## src/rtl/keypad_event_encoder.sv

```systemverilog
// Keypad/operator-switch conditioner: 2-flop sync, debounce, one-key-at-a-time
// FSM and a small FWFT event FIFO drained by valid/ready.
module keypad_event_encoder #(
  parameter int unsigned DEBOUNCE_CYCLES = 20000,
  parameter int unsigned CNT_W           = 16,
  parameter int unsigned FIFO_DEPTH      = 4
) (
  input  logic                          clk,
  input  logic                          rst,
  input  logic [11:0]                   sw,
  input  logic [7:0]                    dipsw,
  output logic                          ev_valid,
  input  logic                          ev_ready,
  output logic [1:0]                    ev_kind,
  output logic [3:0]                    ev_code,
  output logic                          multi_err,
  output logic                          overflow,
  output logic [$clog2(FIFO_DEPTH):0]   fifo_count
);

  localparam int unsigned PTR_W = $clog2(FIFO_DEPTH);
  localparam int unsigned CW    = PTR_W + 1;

  typedef enum logic {S_IDLE, S_HELD} state_t;

  logic [19:0]      w_raw;
  logic [19:0]      r_sync1, r_sync2, r_last, r_stable;
  logic [CNT_W-1:0] r_cnt;

  state_t           r_state, w_state_next;
  logic             w_push, w_multi, w_any, w_one;
  logic [1:0]       w_kind;
  logic [3:0]       w_code;

  logic [5:0]       r_mem [FIFO_DEPTH];
  logic [PTR_W-1:0] r_wr, r_rd;
  logic [CW-1:0]    r_count;
  logic [5:0]       r_hold;
  logic             r_ovf, r_merr;
  logic             w_valid, w_full, w_pop, w_wr;

  assign w_raw = {sw, dipsw};

  // Debounce: counter restarts on any sample change; stable loads once the
  // synchronized vector has been unchanged for DEBOUNCE_CYCLES comparisons.
  always_ff @(posedge clk or posedge rst) begin
    if (rst) begin
      r_sync1  <= '0;
      r_sync2  <= '0;
      r_last   <= '0;
      r_stable <= '0;
      r_cnt    <= '0;
    end else begin
      r_sync1 <= w_raw;
      r_sync2 <= r_sync1;
      r_last  <= r_sync2;
      if (r_sync2 != r_last)
        r_cnt <= '0;
      else if (r_cnt != '1)
        r_cnt <= r_cnt + CNT_W'(1);
      if ((r_sync2 == r_last) && (r_cnt == CNT_W'(DEBOUNCE_CYCLES - 1)))
        r_stable <= r_sync2;
    end
  end

  assign w_any = |r_stable;
  assign w_one = w_any && ((r_stable & (r_stable - 20'd1)) == '0);

  // Encoder only matters for a one-hot vector, so overlap order is irrelevant.
  always_comb begin
    w_kind = 2'b00;
    w_code = 4'd0;
    for (int unsigned d = 0; d < 10; d++) begin
      if (r_stable[5'(19 - d)]) begin
        w_kind = 2'b00;
        w_code = 4'(d);
      end
    end
    if (r_stable[9] || r_stable[8]) begin
      w_kind = 2'b10;
      w_code = 4'd0;
    end
    for (int unsigned k = 0; k < 8; k++) begin
      if (r_stable[3'(7 - k)]) begin
        w_kind = 2'b01;
        w_code = 4'(k);
      end
    end
  end

  always_comb begin
    w_state_next = r_state;
    w_push       = 1'b0;
    w_multi      = 1'b0;
    case (r_state)
      S_IDLE: begin
        if (w_one) begin
          w_push       = 1'b1;
          w_state_next = S_HELD;
        end else if (w_any) begin
          w_multi      = 1'b1;
          w_state_next = S_HELD;
        end
      end
      S_HELD: begin
        if (!w_any)
          w_state_next = S_IDLE;
      end
      default: w_state_next = S_IDLE;
    endcase
  end

  assign w_valid = (r_count != '0);
  assign w_full  = (r_count == CW'(FIFO_DEPTH));
  assign w_pop   = w_valid && ev_ready;
  assign w_wr    = w_push && (!w_full || w_pop);

  always_ff @(posedge clk) begin
    if (w_wr)
      r_mem[r_wr] <= {w_kind, w_code};
  end

  always_ff @(posedge clk or posedge rst) begin
    if (rst) begin
      r_state <= S_IDLE;
      r_wr    <= '0;
      r_rd    <= '0;
      r_count <= '0;
      r_hold  <= '0;
      r_ovf   <= 1'b0;
      r_merr  <= 1'b0;
    end else begin
      r_state <= w_state_next;
      r_merr  <= w_multi;
      if (w_wr)
        r_wr <= r_wr + PTR_W'(1);
      if (w_pop) begin
        r_rd   <= r_rd + PTR_W'(1);
        r_hold <= r_mem[r_rd];
      end
      case ({w_wr, w_pop})
        2'b10:   r_count <= r_count + CW'(1);
        2'b01:   r_count <= r_count - CW'(1);
        default: r_count <= r_count;
      endcase
      if (w_push && !w_wr)
        r_ovf <= 1'b1;
    end
  end

  // Head is only read from memory while non-empty; otherwise the last popped event is held.
  assign ev_valid            = w_valid;
  assign {ev_kind, ev_code}  = w_valid ? r_mem[r_rd] : r_hold;
  assign multi_err           = r_merr;
  assign overflow            = r_ovf;
  assign fifo_count          = r_count;

endmodule

```

## config.mk

```make
export PLATFORM = sky130hd
export DESIGN_NAME = keypad_event_encoder
export DESIGN_NICKNAME = d
export VERILOG_FILES = /design/src/rtl/keypad_event_encoder.sv
export SDC_FILE = /design/constraint.sdc
export NUM_CORES = 1
export LEC_CHECK = 0
export CAP_MARGIN = 40
export CORE_UTILIZATION = 53
export CTS_BUF_LIST = sky130_fd_sc_hd__clkbuf_16
export DETAILED_ROUTE_END_ITERATION = 8
export PLACE_DENSITY = 0.75
export SETUP_SLACK_MARGIN = 0.1
export SYNTH_ARGS = -nofsm -noshare
export SYNTH_HDL_FRONTEND = slang
export SYNTH_SLANG_ARGS = --single-unit
```

## constraint.sdc

```tcl
create_clock -name clk -period 3.6 [get_ports clk]
set_clock_uncertainty 0.15 [all_clocks]
set_input_delay 0.54 -clock clk [delete_from_list [all_inputs] [get_ports clk]]
set_output_delay 0.54 -clock clk [all_outputs]
set_load 0.02 [all_outputs]
```

# Word level (Yosys, flattened, before mapping)
# Memory sizes are Yosys's and may differ from the RTL's.
# Index checks and enable logic that the tools add are counted.
# totals
register_bits	112
ramBits	24
inputBits	23
out_inout_bits	12
elab_cells	82
mem_count	1
# mem_list
name	depth	width	read_ports	rd_clocked_by_memory_dff	write_ports	line	source
r_mem	4	6	1	0	1	35	logic [5:0] r_mem [FIFO_DEPTH];
# classes
addsub	6
eq_ne	7
n_mux	40
bitwise	2
reduce_logical	14
# op_table
operator	n
4-bit two-way mux	17
16-bit two-way mux	2
20-bit bitwise AND	1
20-bit == test	1
20-bit logical NOT	1
20-bit inequality test	1
20-bit OR reduction	1
20-bit by 1-bit subtractor with 20-bit output (second input constant)	1
2-bit two-way mux	9
16-bit by 1-bit adder with 16-bit output (second input constant)	1
16-bit by 15-bit == test with 1-bit output (second input constant)	1
16-bit inequality test (second input constant)	1
1-bit two-way mux	9
6-bit two-way mux	1
3-bit case mux with 2 select lines	1
1-bit logical AND	5
2-bit by 1-bit adder with 2-bit output (second input constant)	2
2-bit nonzero test	2
3-bit by 1-bit adder with 3-bit output (second input constant)	1
3-bit == test (second input constant)	1
3-bit nonzero test	1
3-bit by 1-bit subtractor with 3-bit output (second input constant)	1
2-bit by 1-bit == test with 1-bit output (second input constant)	1
2-bit == test (second input constant)	1
other kinds (4)	6

# Longest topological paths before layout
# Gate-level depths: netlist (run 1).
# depth
word_depth	18
ltp_mapped	12

# Worst setup path before layout (run 1)
# No wires, ideal clock.
# synth_timing
kind	register to register
start	reg r_stable[12]
end	reg r_count[2], in the netlist fifo_count[2]
setup_time_ps	69
arrival_ps	3090
required_ps	3381
slack_ps	291
stages_incl_launch_ff	12
cell_sequence	dfrtp_1 buf_6 or4_1 a211o_1 a211oi_2 nand3_1 nor2_2 nor2_1 fa_1 nor2_1 or4b_2 nand3_1
# synth_between
elab_chain_cells	9
elab_cells_between_ends	12
cone_classes	add/sub: 1; eq/ne: 2; mux: 3; bitwise: 1; reduce/logical: 5
# synth_lines
item	line	source
start: declaration	27	logic [19:0] r_sync1, r_sync2, r_last, r_stable;
start signal: assignment	62	r_stable <= r_sync2;
20-bit by 1-bit subtractor with 20-bit output	67	assign w_one = w_any && ((r_stable & (r_stable - 20'd1)) == '0);
20-bit bitwise AND	67	
20-bit logical NOT	67	
1-bit logical AND *	67	
1-bit two-way mux *	97	if (w_one) begin
1-bit two-way mux *	95	case (r_state)
1-bit logical AND *	116	assign w_wr = w_push && (!w_full || w_pop);
2-bit by 1-bit == test with 1-bit output or 2-bit == test (tied branches)	141	case ({w_wr, w_pop})
3-bit case mux with 2 select lines or 2-bit nonzero test (tied branches)	--	
end signal: assignment	142	2'b10: r_count <= r_count + CW'(1);
end signal: assignment	143	2'b01: r_count <= r_count - CW'(1);
end signal: assignment	144	default: r_count <= r_count;
end: declaration	37	logic [CW-1:0] r_count;
# Mark *: on every way between the ends. The rest lies on a longest branch, timed or not.
# A chain may end at the register's enable or synchronous reset.

# Worst setup path after layout (run 1)
# layout_timing
start	reg r_stable[1]
end	reg r_count[2], in the netlist fifo_count[2]
# The elaborated chain is that of the path after synthesis.

==> results of run 1 <==
-- cell families after synthesis --
logic type      Yosys count  synth area share (%)
compound gates           35                  4.53
xor+xnor                 36                  5.83
fa+ha+maj                 9                  2.08
buf+inv                  17                  1.53
flops                   136                  65.1
mux                      38                  9.09
simple gates            116                  11.8
-- repair_timing --
| action | in CTS | in global routing |
|---|---|---|
| endpoints found under the hold margin | 0 | 0 |
| pin swaps | 1 | 4 |
| endpoints found under the setup margin | 1 | 1 |
| gates resized for setup | 1 | 7 |
| hold buffers | 0 | 0 |
| buffers inserted | 1 | 2 |
-- area by class of cell --
class                      instances  share of cell area [%]
timing repair buffer              44                    6.67
sequential                       136                    53.4
inverter                           8                   0.512
multi-input combinational        234                    27.9
clock inverter                    15                    2.58
tap                              133                    2.52
clock buffer                      17                    6.44
-- sequential cells by signal, summed over array words and instances (netlist names), 3 cells and up --
signal      count
r_sync1        20
r_cnt          16
r_stable       20
r_hold          6
r_last         20
r_sync2        20
fifo_count      3
r_mem          24
-- stage by stage --
step	setup WS, ns	total power [mW]	utilization [%]
6_report	0.237	3.79	67.2
5_1_grt	0.109	3.93	67.2
4_1_cts	0.102	3.83	66.9
3_5_place_dp	0.130	2.09	60.6
3_3_place_gp	0.207	2.07	60.6
2_1_floorplan	0.291	1.96	-
-- worst paths after layout --
path	start	end	slack (ns)	cells past startpoint
max in group asynchronous	rst	r_stable[0]$_DFFE_PP0P_	2.12	3
min in group asynchronous	rst	r_sync1[7]$_DFF_PP0_	0.48	2
max reg2reg	r_stable[1]$_DFFE_PP0P_	fifo_count[2]$_DFFE_PP0P_	0.24	11
min	r_sync1[7]$_DFF_PP0_	r_sync2[7]$_DFF_PP0_	0.20	0
max	r_stable[1]$_DFFE_PP0P_	fifo_count[2]$_DFFE_PP0P_	0.24	11
min reg2reg	r_sync1[7]$_DFF_PP0_	r_sync2[7]$_DFF_PP0_	0.20	0
-- layer usage --
metal | GRT usage [%] | vias up
met5 | 0 | -
met4 | 8.34 | 0
met3 | 5.36 | 12
met2 | 33.8 | 66
met1 | 23.9 | 1604
li1 | - | 1514
-- where the power goes --
group          total [mW]  switching [mW]  internal [mW]
Clock                1.73           0.641           1.09
Sequential           1.71          0.0918           1.62
Combinational       0.343           0.160          0.183
Total                3.79           0.893           2.90
-- layout by cell type, fill, tap and decap left out, drive strengths merged, types with 7 or more instances in the layout --
cell	count
buf	10
nor2	30
inv	14
clkbuf	17
nand3	18
dfrtp	112
mux2	29
xor2	17
nor4	10
nor3	9
xnor2	19
clkdlybuf4s50	34
nand4	11
nand2	13
o21ai	7
edfxtp	24
==> qor.txt, run 1 <==
post-route clock period utilization - 93.4%
GP Congestion - 0.851
final slew viol count - 0
crit start category - flop
wire length per cell - 15.9 µm
ANT cells - 0
Post-Route WL - 9.35 mm
IO Count - 35
Seq/Total Area, Yosys - 65.1%
Residual DRC - 0
final instance area - 6600 µm²
crit path DAT - 3.56 ns
relative slew slack - 45.3%
crit path capture type - flop
post-synth top area cell - dfrtp_1
root buffer cell - clkbuf_16
Die W - 103 µm
Total Routing Usage GR - 19.8%
type of the worst setup path - flop to flop
initial antenna violation count - 0
die area - 10,600 µm²
die height - 103 µm
post-synthesis register bit count - 136
core region area - 9820 µm²
setup TNS - 0 ns
wire length on met2 - 4.92 mm
post-synth net total - 416
Leak - 2.90 nW
Initial Util - 55.1%
CTS tree - built
most frequent cell after synthesis - dfrtp_1
clock slew seen by the registers of the worst setup and hold paths - 0.06 ns
status - finished, final reports clean
FF+latch area - 3530 µm²
min cycle time layout - 3.36 ns
data required time of the worst path - 3.79 ns
IO buf count - 34
Fmax - 297 MHz
synth top area cells - dfrtp_1, edfxtp_1, mux2_2
P&R area growth vs syn - 22.0%
synth cell count leaders - dfrtp_1, nor2_1, mux2_2, edfxtp_1, xnor2_1
multi-input logic area - 1840 µm²
non-filler cells, final - 587
M1 WL - 4.03 mm
Vias per Instance - 5.44
fill cell count - 706
Mapped Cells - 387
crit-path most repeated cell - nor2_2
Synth top area share - 51.8%
CP delay by family, top - simple AND/OR/NAND/NOR gates
drt initial violations - 137
met3 routed WL - 269 µm
unrepaired setup endpoints after global routing - no
mean area per synthesized cell - 14.0 µm²
worst-skew pair later-pin latency - 0.41 ns
slowest CP cell - or4b_2
Worst Hold Margin - 0.197 ns
Final setup viols - 0
Nets - 470
Detailed Place HPWL - 6.33 mm
row count - 36
synth unique cells - 56
H-tree depth - 4
vias in the first global route - 3,310
grt ovf - 0
first drt pass iteration count - 4
layout cells sized above 1 - 20.0%
worst path cell trace - nor4_4, nand2_1, maj3_1, a211oi_4, nand3_2, nor2_2, nor2_1, fa_2, nor2_2, or4b_2, nand3_1
VDD IR max - 0.320 mV
HP Class - flop to flop
Max Fanout on Critical Path - 6
CTS Buffer Depth - 2
first-pass GRT wire length - 15.3 mm
Area after DPL - 5950 µm²
pin count of the biggest net entering global routing - 48
share of async-settable or async-resettable flops after synthesis - 82.4%
yosys synthesis warning count - 0
antenna-violating nets left - 0
Max-Cap Viols - 0
CTS Buf Count - 17
critical path's largest stage delay - 0.60 ns
Via Count - 3,196
pwr dens - 574 nW/µm²
Highest Signal Layer - met4
Post-synth EDFFs - 24
placed insts - 552
Primary FF master, synth - dfrtp_1
Final Hold Viols - 0
clk sinks - 136
synthesized area - 5410 µm²
crit path buf inv count - 0
Worst Tran Pin Value - 0.819 ns
No activity file was read; power rests on OpenSTA's default activity.
==> inputs of run 2 (changes only) <==
- CORE_MARGIN: unset -> 2
- CTS_BUF_LIST: sky130_fd_sc_hd__clkbuf_16 -> unset
==> qor.txt, run 2 (synthesized netlist as in run 1, its figures left out) <==
status - finished, final reports clean
Leak - 2.94 nW (+1.3%)
ANT cells - 0 (unchanged)
Initial Util - 55.1% (unchanged)
clock slew seen by the registers of the worst setup and hold paths - 0.06 ns (about the same)
IO Count - 35 (unchanged)
most common cell after layout, fill and taps aside - dfrtp_1
layout cells sized above 1 - 22.8% (+2.7 points)
routing usage on met1 - 23.2% (-0.66 points)
Final Hold Viols - 0 (unchanged)
reg-to-reg startpoint - r_stable[9]$_DFFE_PP0P_
clk sinks - 136 (unchanged)
relative slew slack - 58.2% (+13 points)
setup TNS - 0 ns (unchanged)
Total Routing Usage GR - 19.1% (-0.75 points)
first-pass GRT wire length - 16.2 mm (+5.7%)
Nets - 477 (+1.5%)
post-route clock period utilization - 94.9% (+1.4 points)
Die W - 105 µm (+1.9%)
most frequent cells in the layout - dfrtp_1, clkdlybuf4s50_1, nor2_1, mux2_2, edfxtp_1
Worst Tran Pin Value - 0.621 ns (-0.197 ns)
drt initial violations - 88 (-36%)
type of the worst setup path - flop to flop
core region area - 9820 µm² (unchanged)
Worst Hold Margin - 0.196 ns (-0.000969 ns)
H-tree depth - 4 (unchanged)
fill cell count - 701 (-0.71%)
crit path capture type - flop
Total Power Consumption - 3.74 mW (-1.3%)
pwr dens - 561 nW/µm² (-2.3%)
Vias per Instance - 5.51 (+1.3%)
vias in the first global route - 3,356 (+1.4%)
crit path DAT - 3.72 ns (+0.16 ns)
GP Congestion - 0.906 (+6.5%)
Max Fanout on Critical Path - 6 (unchanged)
Finished Core Util - 68.0% (+0.73 points)
CTS Buf Count - 17 (unchanged)
Critical path origin - r_stable[9]$_DFFE_PP0P_
IO buf count - 34 (unchanged)
Max-Cap Viols - 0 (unchanged)
Via Count - 3,275 (+2.5%)
root buffer cell - clkbuf_8
Post-Route WL - 9.71 mm (+3.9%)
data required time of the worst path - 3.90 ns (+0.11 ns)
Top reg by flops - r_mem
row count - 36 (unchanged)
HP Class - flop to flop
P&R area growth vs syn - 23.4%
CTS tree - built
CP Capture Point - fifo_count[2]$_DFFE_PP0P_
antenna-violating nets left - 0 (unchanged)
worst-skew pair later-pin latency - 0.52 ns (+0.11 ns)
pin count of the biggest net entering global routing - 46 (-4.2%)
worst-case reg-to-reg path depth - 11 (unchanged)
initial antenna violation count - 0 (unchanged)
Detailed Place HPWL - 6.40 mm (+1.0%)
setup slack, reg-to-reg - 0.19 ns (-0.05 ns)
grt ovf - 0 (unchanged)
unrepaired setup endpoints after global routing - no
die height - 105 µm (+1.9%)
CTS Hold Buffers Added - 0 (unchanged)
M2 GR Usage - 32.2% (-1.6 points)
final slew viol count - 0 (unchanged)
Largest register FFs - 24 (unchanged)
Worst R2R End - fifo_count[2]$_DFFE_PP0P_
die area - 11,000 µm² (+3.9%)
Place WS - 0.0362 ns (-0.0933 ns)
crit start category - flop
VDD IR max - 0.312 mV (-2.5%)
CTS Buffer Depth - 2 (unchanged)
first drt pass iteration count - 4 (unchanged)
Fmax - 293 MHz (-1.5%)
busiest grt layer - met2
min cycle time layout - 3.41 ns (+0.0518 ns)
wire length per cell - 16.3 µm (+2.6%)
Final setup viols - 0 (unchanged)
Residual DRC - 0 (unchanged)
final worst setup slack - 0.185 ns (-0.0518 ns)
Min-Delay Path Depth - 0 (unchanged)
met3 capacity usage during global routing - 5.05% (-0.30 points)
==> run 2: changes by cell type in the layout (fill, tap and decap cells not counted), sizes merged <==
cell,previous run,this run
bufinv,3,2
inv,14,11
clkbuf,17,18
buf,10,17
clkinv,4,7
==> run 2: final cells by class <==
class	instances	area [µm²]	area share, %
sequential	136	3530	52.8
multi-input combinational	234	1860	27.9
timing repair buffer	51	513	7.69
clock buffer	18	428	6.41
tap	133	166	2.49
clock inverter	14	146	2.19
inverter	8	33.8	0.506
==> run 2: metal layers <==
layer | wire, µm | vias up
li1 | - | 1519
met1 | 4090 | 1646
met2 | 5040 | 90
met3 | 344 | 20
met4 | 234 | 0
met5 | 0 | -
==> run 2: worst max-delay path: stages, from the launching register on <==
cell and delay (ns):
dfrtp_2 0.46, nor4_4 0.42, nand4_4 0.19, a211o_1 0.28
a211oi_2 0.26, nand3_2 0.13, nor2_2 0.15, nor2_1 0.08
fa_2 0.43, nor2_4 0.11, or4b_2 0.60, nand3_1 0.09
==> run 2: what timing repair did <==
item,4_1_cts,5_1_grt
resized for setup,1,13
setup buffers,3,6
setup endpoints to repair,1,1
pin swaps,2,5
==> run 2: how the worst min path moves through the flow <==
stage	startpoint	to	slack, ns
floorplan	r_sync1[0]$_DFF_PP0_	r_sync2[0]$_DFF_PP0_	0.18
global placement	r_sync1[3]$_DFF_PP0_	r_sync2[3]$_DFF_PP0_	0.18
detailed placement	r_sync1[11]$_DFF_PP0_	r_sync2[11]$_DFF_PP0_	0.18
CTS	r_sync1[17]$_DFF_PP0_	r_sync2[17]$_DFF_PP0_	0.19
global route	r_sync1[9]$_DFF_PP0_	r_sync2[9]$_DFF_PP0_	0.20
finish	r_sync1[17]$_DFF_PP0_	r_sync2[17]$_DFF_PP0_	0.20
==> run 2: stage by stage <==
stage               cells  area, µm²
floorplan             387       5410
global placement      552       5950
detailed placement    553       5980
CTS                   588       6590
global route          594       6670
finish                594       6670
==> run 2: power breakdown <==
group / internal, mW / switching [mW]
combinational: 0.192 / 0.172
sequential: 1.62 / 0.0946
clock: 1.01 / 0.652
==> inputs of run 3 (changes only) <==
- CORE_MARGIN: 2 -> 1.5
==> qor.txt, run 3 (synthesized netlist as in run 1, its figures left out) <==
status - finished, final reports clean
VDD IR max - 0.310 mV (-0.60%)
first drt pass iteration count - 4 (unchanged)
most frequent cells in the layout - dfrtp_1, clkdlybuf4s50_1, nor2_1
Highest Signal Layer - met4
CTS tree - built
relative slew slack - 51.9% (-6.3 points)
CTS Hold Buffers Added - 0 (unchanged)
Worst Tran Pin Value - 0.720 ns (+0.0991 ns)
antenna-violating nets left - 0 (unchanged)
Initial Util - 55.1% (unchanged)
worst-case reg-to-reg path depth - 12 (+1)
Detailed Place HPWL - 6.43 mm (+0.56%)
Pint - 2.84 mW (+0.53%)
grt ovf - 0 (unchanged)
unrepaired setup endpoints after global routing - yes
pin count of the biggest net entering global routing - 49 (+6.5%)
Flop pwr share - 45.8% (about the same)
Worst Hold Margin - 0.197 ns (+0.000807 ns)
min cycle time layout - 3.36 ns (-0.0499 ns)
worst-skew pair later-pin latency - 0.52 ns (about the same)
HP Class - flop to flop
Residual DRC - 0 (unchanged)
P&R area growth vs syn - 23.1%
clock slew seen by the registers of the worst setup and hold paths - 0.06 ns (about the same)
root buffer cell - clkbuf_8
Sw Share - 24.2% (-0.34 points)
crit start category - flop
die height - 104 µm (-0.95%)
met3 routed WL - 352 µm (+2.3%)
vias in the first global route - 3,428 (+2.1%)
layout cells sized above 1 - 22.2% (-0.60 points)
first-pass GRT wire length - 16.4 mm (+1.1%)
ANT cells - 0 (unchanged)
M1 WL - 4.01 mm (-1.8%)
Final Hold Viols - 0 (unchanged)
most common cell after layout, fill and taps aside - dfrtp_1
Final setup viols - 0 (unchanged)
non-filler cells, final - 593 (-0.17%)
Min-Delay Path Depth - 0 (unchanged)
CTS Buf Count - 17 (unchanged)
clk sinks - 136 (unchanged)
Die W - 104 µm (-0.95%)
H-tree depth - 4 (unchanged)
Clk pwr share - 45.1% (+0.7 points)
combinational share of power - 9.1% (-0.6 points)
IO buf count - 34 (unchanged)
Largest register FFs - 24 (unchanged)
core region area - 9820 µm² (unchanged)
Total Routing Usage GR - 19.7% (+0.57 points)
Fmax - 297 MHz (+1.5%)
GP Congestion - 0.873 (-3.6%)
crit path DAT - 3.67 ns (-0.05 ns)
Via Count - 3,231 (-1.3%)
P_sw - 0.907 mW (-1.3%)
crit path capture type - flop
final slew viol count - 0 (unchanged)
fill cell count - 709 (+1.1%)
initial antenna violation count - 0 (unchanged)
type of the worst setup path - flop to flop
Area after DPL - 5940 µm² (-0.67%)
Top reg by flops - r_mem
Post-Route WL - 9.70 mm (about the same)
Nets - 476 (-0.21%)
drt initial violations - 149 (+69%)
Max-Cap Viols - 0 (unchanged)
worst path cell trace - nor4_4, buf_4, nand4_4, a211o_1, a211oi_4, nand3_2, nor2_2, nor2_1, fa_2, nor2_2, or4b_4, nand3_2
slowest CP cell - or4b_4
setup TNS - 0 ns (unchanged)
wire length per cell - 16.4 µm (about the same)
IO Count - 35 (unchanged)
placed insts - 552 (-0.18%)
Total Power Consumption - 3.74 mW (about the same)
pwr dens - 562 nW/µm² (+0.32%)
Max Fanout on Critical Path - 5 (-1)
die area - 10,800 µm² (-1.9%)
Leak - 2.93 nW (-0.49%)
Vias per Instance - 5.45 (-1.2%)
post-route clock period utilization - 93.5% (-1.4 points)
critical path's largest stage delay - 0.47 ns (-0.13 ns)
CTS Buffer Depth - 2 (unchanged)
row count - 36 (unchanged)
data required time of the worst path - 3.91 ns (about the same)
final instance area - 6660 µm² (-0.24%)
wire length on met2 - 5.12 mm (+1.6%)
==> run 3: cell types whose count changed in the layout (fill, tap and decap cells not counted), moves of 2 or more <==
cell and delta:
clkinvlp_4 +2, nor4_1 -2, clkinv_2 -4, nor4_2 +2
==> run 3: timing repair <==
action	in CTS	in global routing
gates resized for setup	2	12
endpoints found under the setup margin	1	1
buffers inserted	2	7
pin swaps	3	8
hold endpoints to repair	0	0
==> run 3: worst paths after layout <==
| check | end | startpoint | slack, ns |
|---|---|---|---|
| max in group asynchronous | r_cnt[14]$_DFFE_PP0P_ | rst | 2.12 |
| setup reg to reg | fifo_count[2]$_DFFE_PP0P_ | r_stable[0]$_DFFE_PP0P_ | 0.24 |
| min in group asynchronous | r_sync1[10]$_DFF_PP0_ | rst | 0.33 |
| hold reg to reg | r_sync2[19]$_DFF_PP0_ | r_sync1[19]$_DFF_PP0_ | 0.20 |
| hold / removal | r_sync2[19]$_DFF_PP0_ | r_sync1[19]$_DFF_PP0_ | 0.20 |
| setup / recovery | fifo_count[2]$_DFFE_PP0P_ | r_stable[0]$_DFFE_PP0P_ | 0.24 |
==> run 3: metal layers <==
metal / vias up / GRT usage (%)
met5: - / 0
met4: 0 / 8.93
met3: 21 / 4.89
met2: 84 / 33.6
met1: 1608 / 23.5
li1: 1518 / -
==> run 3: layout make-up <==
type	count	area [µm²]	share of cell area, %
clock inverters	12	139	2.09
multi-input cells	234	1870	28.1
clock buffers	20	445	6.69
repair buffers	50	477	7.16
well taps	133	166	2.50
inverters	8	33.8	0.507
flip-flops and latches	136	3530	53.0
==> run 3: power by group through the flow <==
stage               logic (mW)  registers (mW)  clock network [mW]
finish                   0.342            1.71                1.69
global route             0.375            1.73                1.79
CTS                      0.339            1.72                1.72
detailed placement       0.339            1.74                   0
global placement         0.325            1.74                   0
floorplan                0.249            1.71                   0
==> run 3: through the flow <==
stage / worst slack (ns) / utilization, %
global placement: 0.228 / 60.5
floorplan: 0.291 / -
global route: 0.0787 / 67.8
CTS: 0.103 / 66.8
finish: 0.235 / 67.8
detailed placement: -0.0253 / 60.5
==> run 3: critical path, delay by kind of cell (launching register included) <==
| family | cells | cell delay, ns |
|---|---|---|
| AOI/OAI and AO/OA | 2 | 0.62 |
| adders and majority gates | 1 | 0.42 |
| buffers and inverters | 1 | 0.19 |
| DFF | 1 | 0.45 |
| and+or+nand+nor | 8 | 1.47 |
